## config.mk

```make
export PLATFORM = sky130hd
export DESIGN_NAME = aux_perf_monitor
export DESIGN_NICKNAME = d
export VERILOG_FILES = /design/src/rtl/aux_perf_monitor.sv
export SDC_FILE = /design/constraint.sdc
export NUM_CORES = 1
export LEC_CHECK = 0
export ABC_AREA = 1
export CAP_MARGIN = 20
export CORE_UTILIZATION = 35
export DETAILED_ROUTE_END_ITERATION = 12
export PLACE_DENSITY_LB_ADDON = 0.1
export SETUP_SLACK_MARGIN = 0.1
export SKIP_LAST_GASP = 1
export SYNTH_ARGS = -nofsm -noshare
export SYNTH_HDL_FRONTEND = slang
export SYNTH_SLANG_ARGS = --single-unit
```

## constraint.sdc

```tcl
create_clock -name clk -period 7.5 [get_ports clk]
set_input_delay 1.5 -clock clk [delete_from_list [all_inputs] [get_ports clk]]
set_output_delay 1.5 -clock clk [all_outputs]
set_load 0.02 [all_outputs]
```

## src/rtl/aux_perf_monitor.sv

```systemverilog
// ---------------------------------------------------------------------------
// aux_perf_monitor
//   Bank of NumCh event counters, each CntBit wide, sitting beside the core so
//   board-level logic can observe it. A halt-driven RUN/FROZEN state machine
//   gates counting. Each counter either wraps or saturates on overflow, and
//   sets a sticky overflow flag when it does. A single registered readout port
//   feeds the display mux.
//
//   Optional feature macro: PERF_MON_SNAPSHOT_EN
//     When defined, each channel gets a shadow register. The snap input loads
//     all shadows at once. While frozen, the readout port shows the shadows
//     instead of the live counters.
// ---------------------------------------------------------------------------
module aux_perf_monitor #(
  parameter int NumCh  = 4,
  parameter int CntBit = 32,
  parameter int SelBit = 4
) (
  input  logic              clk,
  input  logic              rst,
  input  logic              en,
  input  logic [NumCh-1:0]  inc,
  input  logic              clr,
  input  logic              halt,
  input  logic              resume,
  input  logic              sat_mode,
  input  logic [SelBit-1:0] sel,
  input  logic              snap,
  output logic [CntBit-1:0] data,
  output logic [NumCh-1:0]  ovf,
  output logic              frozen
);

  typedef enum logic {
    StRun    = 1'b0,
    StFrozen = 1'b1
  } state_t;

  state_t            r_state;
  state_t            w_stateNext;
  logic              w_countEn;

  logic [CntBit-1:0] r_cnt [NumCh];
  logic [CntBit-1:0] w_cntNext [NumCh];
  logic [NumCh-1:0]  r_ovf;
  logic [NumCh-1:0]  w_ovfNext;
  logic [NumCh-1:0]  w_hit;
  logic [NumCh-1:0]  w_atMax;

  logic [CntBit-1:0] w_liveSel;
  logic [CntBit-1:0] w_readVal;
  logic [CntBit-1:0] r_data;

  // State register for the halt/resume freeze machine
  always_ff @(posedge clk or posedge rst) begin
    if (rst) begin
      r_state <= StRun;
    end else begin
      r_state <= w_stateNext;
    end
  end

  // Next state: halt always wins, resume only counts once halt has dropped.
  // Counting is gated by the current state, so the cycle in which halt rises
  // still counts.
  always_comb begin
    w_stateNext = r_state;
    w_countEn   = 1'b0;
    case (r_state)
      StRun: begin
        w_countEn = en;
        if (halt) begin
          w_stateNext = StFrozen;
        end
      end
      StFrozen: begin
        if (resume && !halt) begin
          w_stateNext = StRun;
        end
      end
      default: begin
        w_stateNext = StRun;
      end
    endcase
  end

  assign frozen = (r_state == StFrozen);

  // Per-channel increment qualifiers and the all-ones overflow detector
  always_comb begin
    w_hit   = '0;
    w_atMax = '0;
    for (int i = 0; i < NumCh; i++) begin
      w_hit[i]   = w_countEn & inc[i];
      w_atMax[i] = (r_cnt[i] == {CntBit{1'b1}});
    end
  end

  // Next counter values: a plain increment, or wrap/hold at the maximum
  // depending on sat_mode in the current cycle. Overflow flags only accumulate.
  always_comb begin
    w_ovfNext = r_ovf | (w_hit & w_atMax);
    for (int i = 0; i < NumCh; i++) begin
      w_cntNext[i] = r_cnt[i];
      if (w_hit[i]) begin
        if (w_atMax[i]) begin
          if (!sat_mode) begin
            w_cntNext[i] = '0;
          end
        end else begin
          w_cntNext[i] = r_cnt[i] + CntBit'(1);
        end
      end
    end
  end

  // Counter and sticky flag storage; clr overrides any increment that cycle
  always_ff @(posedge clk or posedge rst) begin
    if (rst) begin
      r_ovf <= '0;
      for (int i = 0; i < NumCh; i++) begin
        r_cnt[i] <= '0;
      end
    end else if (clr) begin
      r_ovf <= '0;
      for (int i = 0; i < NumCh; i++) begin
        r_cnt[i] <= '0;
      end
    end else begin
      r_ovf <= w_ovfNext;
      for (int i = 0; i < NumCh; i++) begin
        r_cnt[i] <= w_cntNext[i];
      end
    end
  end

  assign ovf = r_ovf;

  // Live readout mux; selects outside the channel range read as zero
  always_comb begin
    w_liveSel = '0;
    for (int i = 0; i < NumCh; i++) begin
      if (sel == SelBit'(i)) begin
        w_liveSel = r_cnt[i];
      end
    end
  end

`ifdef PERF_MON_SNAPSHOT_EN
  logic [CntBit-1:0] r_shadow [NumCh];
  logic [CntBit-1:0] w_shadowSel;

  // Shadow bank: captures the pre-increment live values on snap; clr wins
  always_ff @(posedge clk or posedge rst) begin
    if (rst) begin
      for (int i = 0; i < NumCh; i++) begin
        r_shadow[i] <= '0;
      end
    end else if (clr) begin
      for (int i = 0; i < NumCh; i++) begin
        r_shadow[i] <= '0;
      end
    end else if (snap) begin
      for (int i = 0; i < NumCh; i++) begin
        r_shadow[i] <= r_cnt[i];
      end
    end
  end

  // Shadow readout mux; a frozen core shows the snapshot instead of live data
  always_comb begin
    w_shadowSel = '0;
    for (int i = 0; i < NumCh; i++) begin
      if (sel == SelBit'(i)) begin
        w_shadowSel = r_shadow[i];
      end
    end
    w_readVal = frozen ? w_shadowSel : w_liveSel;
  end
`else
  logic w_unusedSnap;

  assign w_unusedSnap = snap;
  assign w_readVal    = w_liveSel;
`endif

  // Registered readout port, one cycle behind sel
  always_ff @(posedge clk or posedge rst) begin
    if (rst) begin
      r_data <= '0;
    end else begin
      r_data <= w_readVal;
    end
  end

  assign data = r_data;

endmodule

```

Word-level counts from Yosys, hierarchy flattened:

Cells that the tools add are included.

* eq/ne operators: 11
* reductions and logical operators: 11
* bitwise gates (word level): 7
* $add $sub $neg: 4
* muxes and demuxes: 19

Operator list (number)
* $mux W32: 13
* $add A32 B1 Y32 const B: 4
* $eq A32 B32 Y1 const B: 4
* $mux W128: 1
* $ne A3 B3 Y1 const B: 4
* $eq A4 B2 Y1 const B: 2
* $reduce_and A2 Y1: 4
* $reduce_bool A2 Y1: 4
* $and A1 B1 Y1: 4
* $and A4 B4 Y4: 1
* $eq A4 B1 Y1 const B: 1
* $logic_not A4 Y1: 1
* $mux W4: 1
* $or A4 B4 Y4: 1
* $mux W1: 3
* $pmux W1 S2: 1
* $logic_and A1 B1 Y1: 1
* $logic_not A1 Y1: 1
* $not A1 Y1: 1

* input port bits: 16
* logic and storage cells: 59
* bits in registers: 165
* output and inout port bits: 37

Depth between registers and ports, before layout:

* word-level depth: 5
* depth in mapped cells: 11

Worst setup path before layout:

Ideal clock, no wire load.

* path kind: input to register
* start: input sel[3]
* end: register r_data[5], in the netlist data[5]
* arrival time: 2541 ps
* stages on the path: 5
* required time: 7428 ps
* setup time: 72 ps
* buffers on the path: 1
* path slack: 4888 ps
* cells stage by stage: nor2_1 > nand3_1 > clkbuf_1 > o221a_2 > nor2_1

* word-level cells in the longest chain between the ends: 5
* elaborated cells between the ends (all ways): 8
* those cells by class: eq/ne (3); mux (4); reduce/logical (1)

Ends and longest elaborated chain
* start: declaration: RTL line 27 `input logic [SelBit-1:0] sel,`
* $logic_not A4 Y1: RTL line 143 `if (sel == SelBit'(i)) begin`
* $mux W32 (3 in series): RTL line 143
* $mux W32 *: RTL line 143
* named net w_liveSel[5]: RTL line 50 `logic [CntBit-1:0] w_liveSel;`
* end signal: assignment: RTL line 192 `r_data <= w_readVal;`
* end: declaration: RTL line 52 `logic [CntBit-1:0] r_data;`

Mark *: on every way through the listed nets, which the timed path passes. The rest lies on a longest branch.
A chain may end at the register's enable or synchronous reset.

Final worst setup path:

* start: input sel[3]
* end: register r_data[27], in the netlist data[27]

Same word-level chain as after synthesis.

==> reports/results.ini <==
[status]
status = complete, no violations

[yosys]
synthesis.instances = 1665
synth_seq_area_share = 0.385
async_flop_share = 1.00
yosys.area_share.simple = 0.407
ys_warn_count = 0
synth_cell_types = 36
synthAdderAreaFrac = 0.00466
synth_ff_type = dfrtp_1
synth_top_family_by_area = simple AND/OR/NAND/NOR gates
ys_seq_elements = 165
synth.net_count = 1685
synth_top_area_cell = dfrtp_1
synth_mux_area_frac = 0
synth_top_area_share = 0.385
synth_xor_area_frac = 0.0285
yosys-top-cells-area = dfrtp_1, nand2_1, nor2_1, inv_1, nand3_1
synth_area_mm2 = 0.0107
synth-compound-area-share = 0.0876
avgSynthCellArea_um2 = 6.45
synth_edf_count = 0

[floorplan]
start_util = 0.359
die_x_um = 177
ios = 53
die_h_um = 177
core_mm2 = 0.0299
rows = 63
die_area_mm2 = 0.0314

[worst_setup_path]
criticalPathCategory = in -> reg
slowest_stage = nand3_1
worstPathArrival_ns = 4.45
cp-start-kind = primary input
cp_cell_sequence = clkdlybuf4s50_1 > nor2_1 > nand3_1 > o22ai_1 > nor2_1 > o21ai_0
critPathMaxStageDelay_ns = 0.92
critical_path.max_fanout = 31
end_kind = register
cpMostUsedCell = nor2_1
critPathBufInv = 1
cp.required_ns = 7.86
cp_top_family = simple AND/OR/NAND/NOR gates

[drt]
post-route-drc-count = 0
wl_per_cell_um = 17.0
first_iter_violations = 964
dr.pass1.iters = 7
wl_mm = 35.9
drtAntennaViolNets = 0
via_count = 10441
vias_per_cell = 4.96

[clock_tree]
tritoncts = done
cts_buffers = 17
clock_latency_ns = 0.45
hold_buffers = 0
post_cts.repair.setup_buffers = 0
htreeDepth = 4
cts_resized = 0
cts.clk_slew.worst_paths_ns = 0.07
cts.sinks = 165
cts_buffer_depth = 2
cts-root-buf = clkbuf_16

[global_route]
antenna_found_initial = 0
grt_pass1_vias = 9627
grt_max_degree = 85
gr-total-overflow = 0
grt_pass1_wl_mm = 56.6
track_usage = 0.239

[sta]
finalCritPeriodShare = 0.545
maxSlewHeadroom = 0.285
finClkSkew_ns = 0.0155
hold_viol = 0
slew_violations = 0
rsz0062_at_grt = false
fmax_mhz = 245
setup_viol = 0
tightest_slew_ns = 1.07
period_minus_slack_ns = 4.09
fin_setup_tns_ns = 0

[place]
port_buffers = 51
gp_congestion = 0.992
dp_cells = 2074
hpwlAfterDp_mm = 27.4

[power_and_ir_drop]
cellPowerDensity_mw_per_mm2 = 156
ir_drop_mv = 0.133
p_leak_nw = 4.97

[cells_and_area]
syn2layout_area_growth_pct = 13.2
drive_gt1_frac = 0.0443
layoutNonFillerInstCount = 2106
antenna_cells = 0
final.fill_count = 3219
fin_nets = 1723

[run]
maxCapViolations = 0

[worst_hold_path]
holdCritPathClass = reg -> reg

state kept, by name (all words and copies together) (netlist names):
register and count:
frozen 1, r_cnt 128, ovf 4, data 32
logic make-up after synthesis:
logic type      after synthesis
simple gates               1066
buf+inv                     229
compound gates              166
flops                       165
xor+xnor                     35
fa+ha+maj                     4
layout make-up:
type,instances,area [um^2],share of cell area
Multi-Input combinational cell,1271,5670,0.466
Sequential cell,165,4130,0.340
Inverter,190,718,0.0591
Timing Repair Buffer,58,563,0.0463
Tap cell,390,488,0.0402
Clock buffer,17,425,0.0350
Clock inverter,15,160,0.0132
worst register-to-register path, delay by kind of cell, from the launching register on:
kind | cells | cell delay, ns
and+or+nand+nor | 8 | 1.59
DFF | 1 | 0.45
adders and majority gates | 1 | 0.34
buffers and inverters | 1 | 0.28
routing by layer:
layer | up-vias | wire length [um] | track usage
met5 | - | 0 | 0
met2 | 261 | 15500 | 0.361
met1 | 4836 | 18000 | 0.355
li1 | 5311 | - | -
met3 | 33 | 1600 | 0.0275
met4 | 0 | 737 | 0.0708
Yosys cell counts (4+ instances only):
library cell,number
buf_4,7
nand2_1,608
dfrtp_1,165
nand3b_1,4
inv_1,187
o21ai_0,113
o22ai_1,31
buf_6,6
nand3_2,4
nand4_1,30
o21a_1,4
nor2_1,283
clkbuf_1,15
nand2_2,5
xor2_1,35
nand3_1,116
ha_1,4
buf_2,8
o21ai_2,9
metrics by stage:
stage / instance area (um^2) / hold WS, ns / util / total power, W / setup WS [ns]
2_1_floorplan: 10700 / 0.490 / - / 0.000975 / 1.54
3_3_place_gp: 11600 / 0.477 / 0.387 / 0.00101 / 3.07
3_5_place_dp: 11600 / 0.483 / 0.387 / 0.00101 / 3.02
4_1_cts: 12200 / 0.508 / 0.407 / 0.00192 / 3.49
5_1_grt: 12200 / 0.518 / 0.407 / 0.00196 / 3.26
6_report: 12200 / 0.501 / 0.407 / 0.00190 / 3.41
cell usage in the layout, fill, tap and decap left out, types with 3 or more instances in the layout:
cell and n:
buf_4 7, clkbuf_16 17, clkdlybuf4s50_1 51, clkinvlp_4 3, dfrtp_1 165, ha_1 4
inv_1 185, inv_2 4, inv_6 6, inv_8 3, nand2_1 608, nand2_2 5
nand2_4 3, nand3_1 116, nand3_2 4, nand3b_1 4, nand4_1 30, nor2_1 283
nor2_2 3, nor2_4 3, nor3_1 3, o21a_1 4, o21ai_0 113, o21ai_1 3
o21ai_2 9, o22ai_1 31, xor2_1 35
worst paths after layout:
kind                           from         end  slack (ns)  depth (start not counted)
max                          sel[3]    data[27]        3.41                          6
max reg2reg                r_cnt[0]   r_cnt[16]        4.73                         10
max in group asynchronous       rst   r_cnt[11]        4.70                          3
min reg2reg                  ovf[2]      ovf[2]        0.50                          1
min                          ovf[2]      ovf[2]        0.50                          1
min in group asynchronous       rst  r_cnt[107]        1.59                          2
where the power goes:
group / switching (W) / internal, W / total (W)
Clock: 0.000436 / 0.000472 / 0.000908
Sequential: 0.00000472 / 0.000892 / 0.000897
Combinational: 0.0000713 / 0.0000190 / 0.0000902
Total: 0.000512 / 0.00138 / 0.00190
Note: power is estimated with default switching activity, not from simulation.
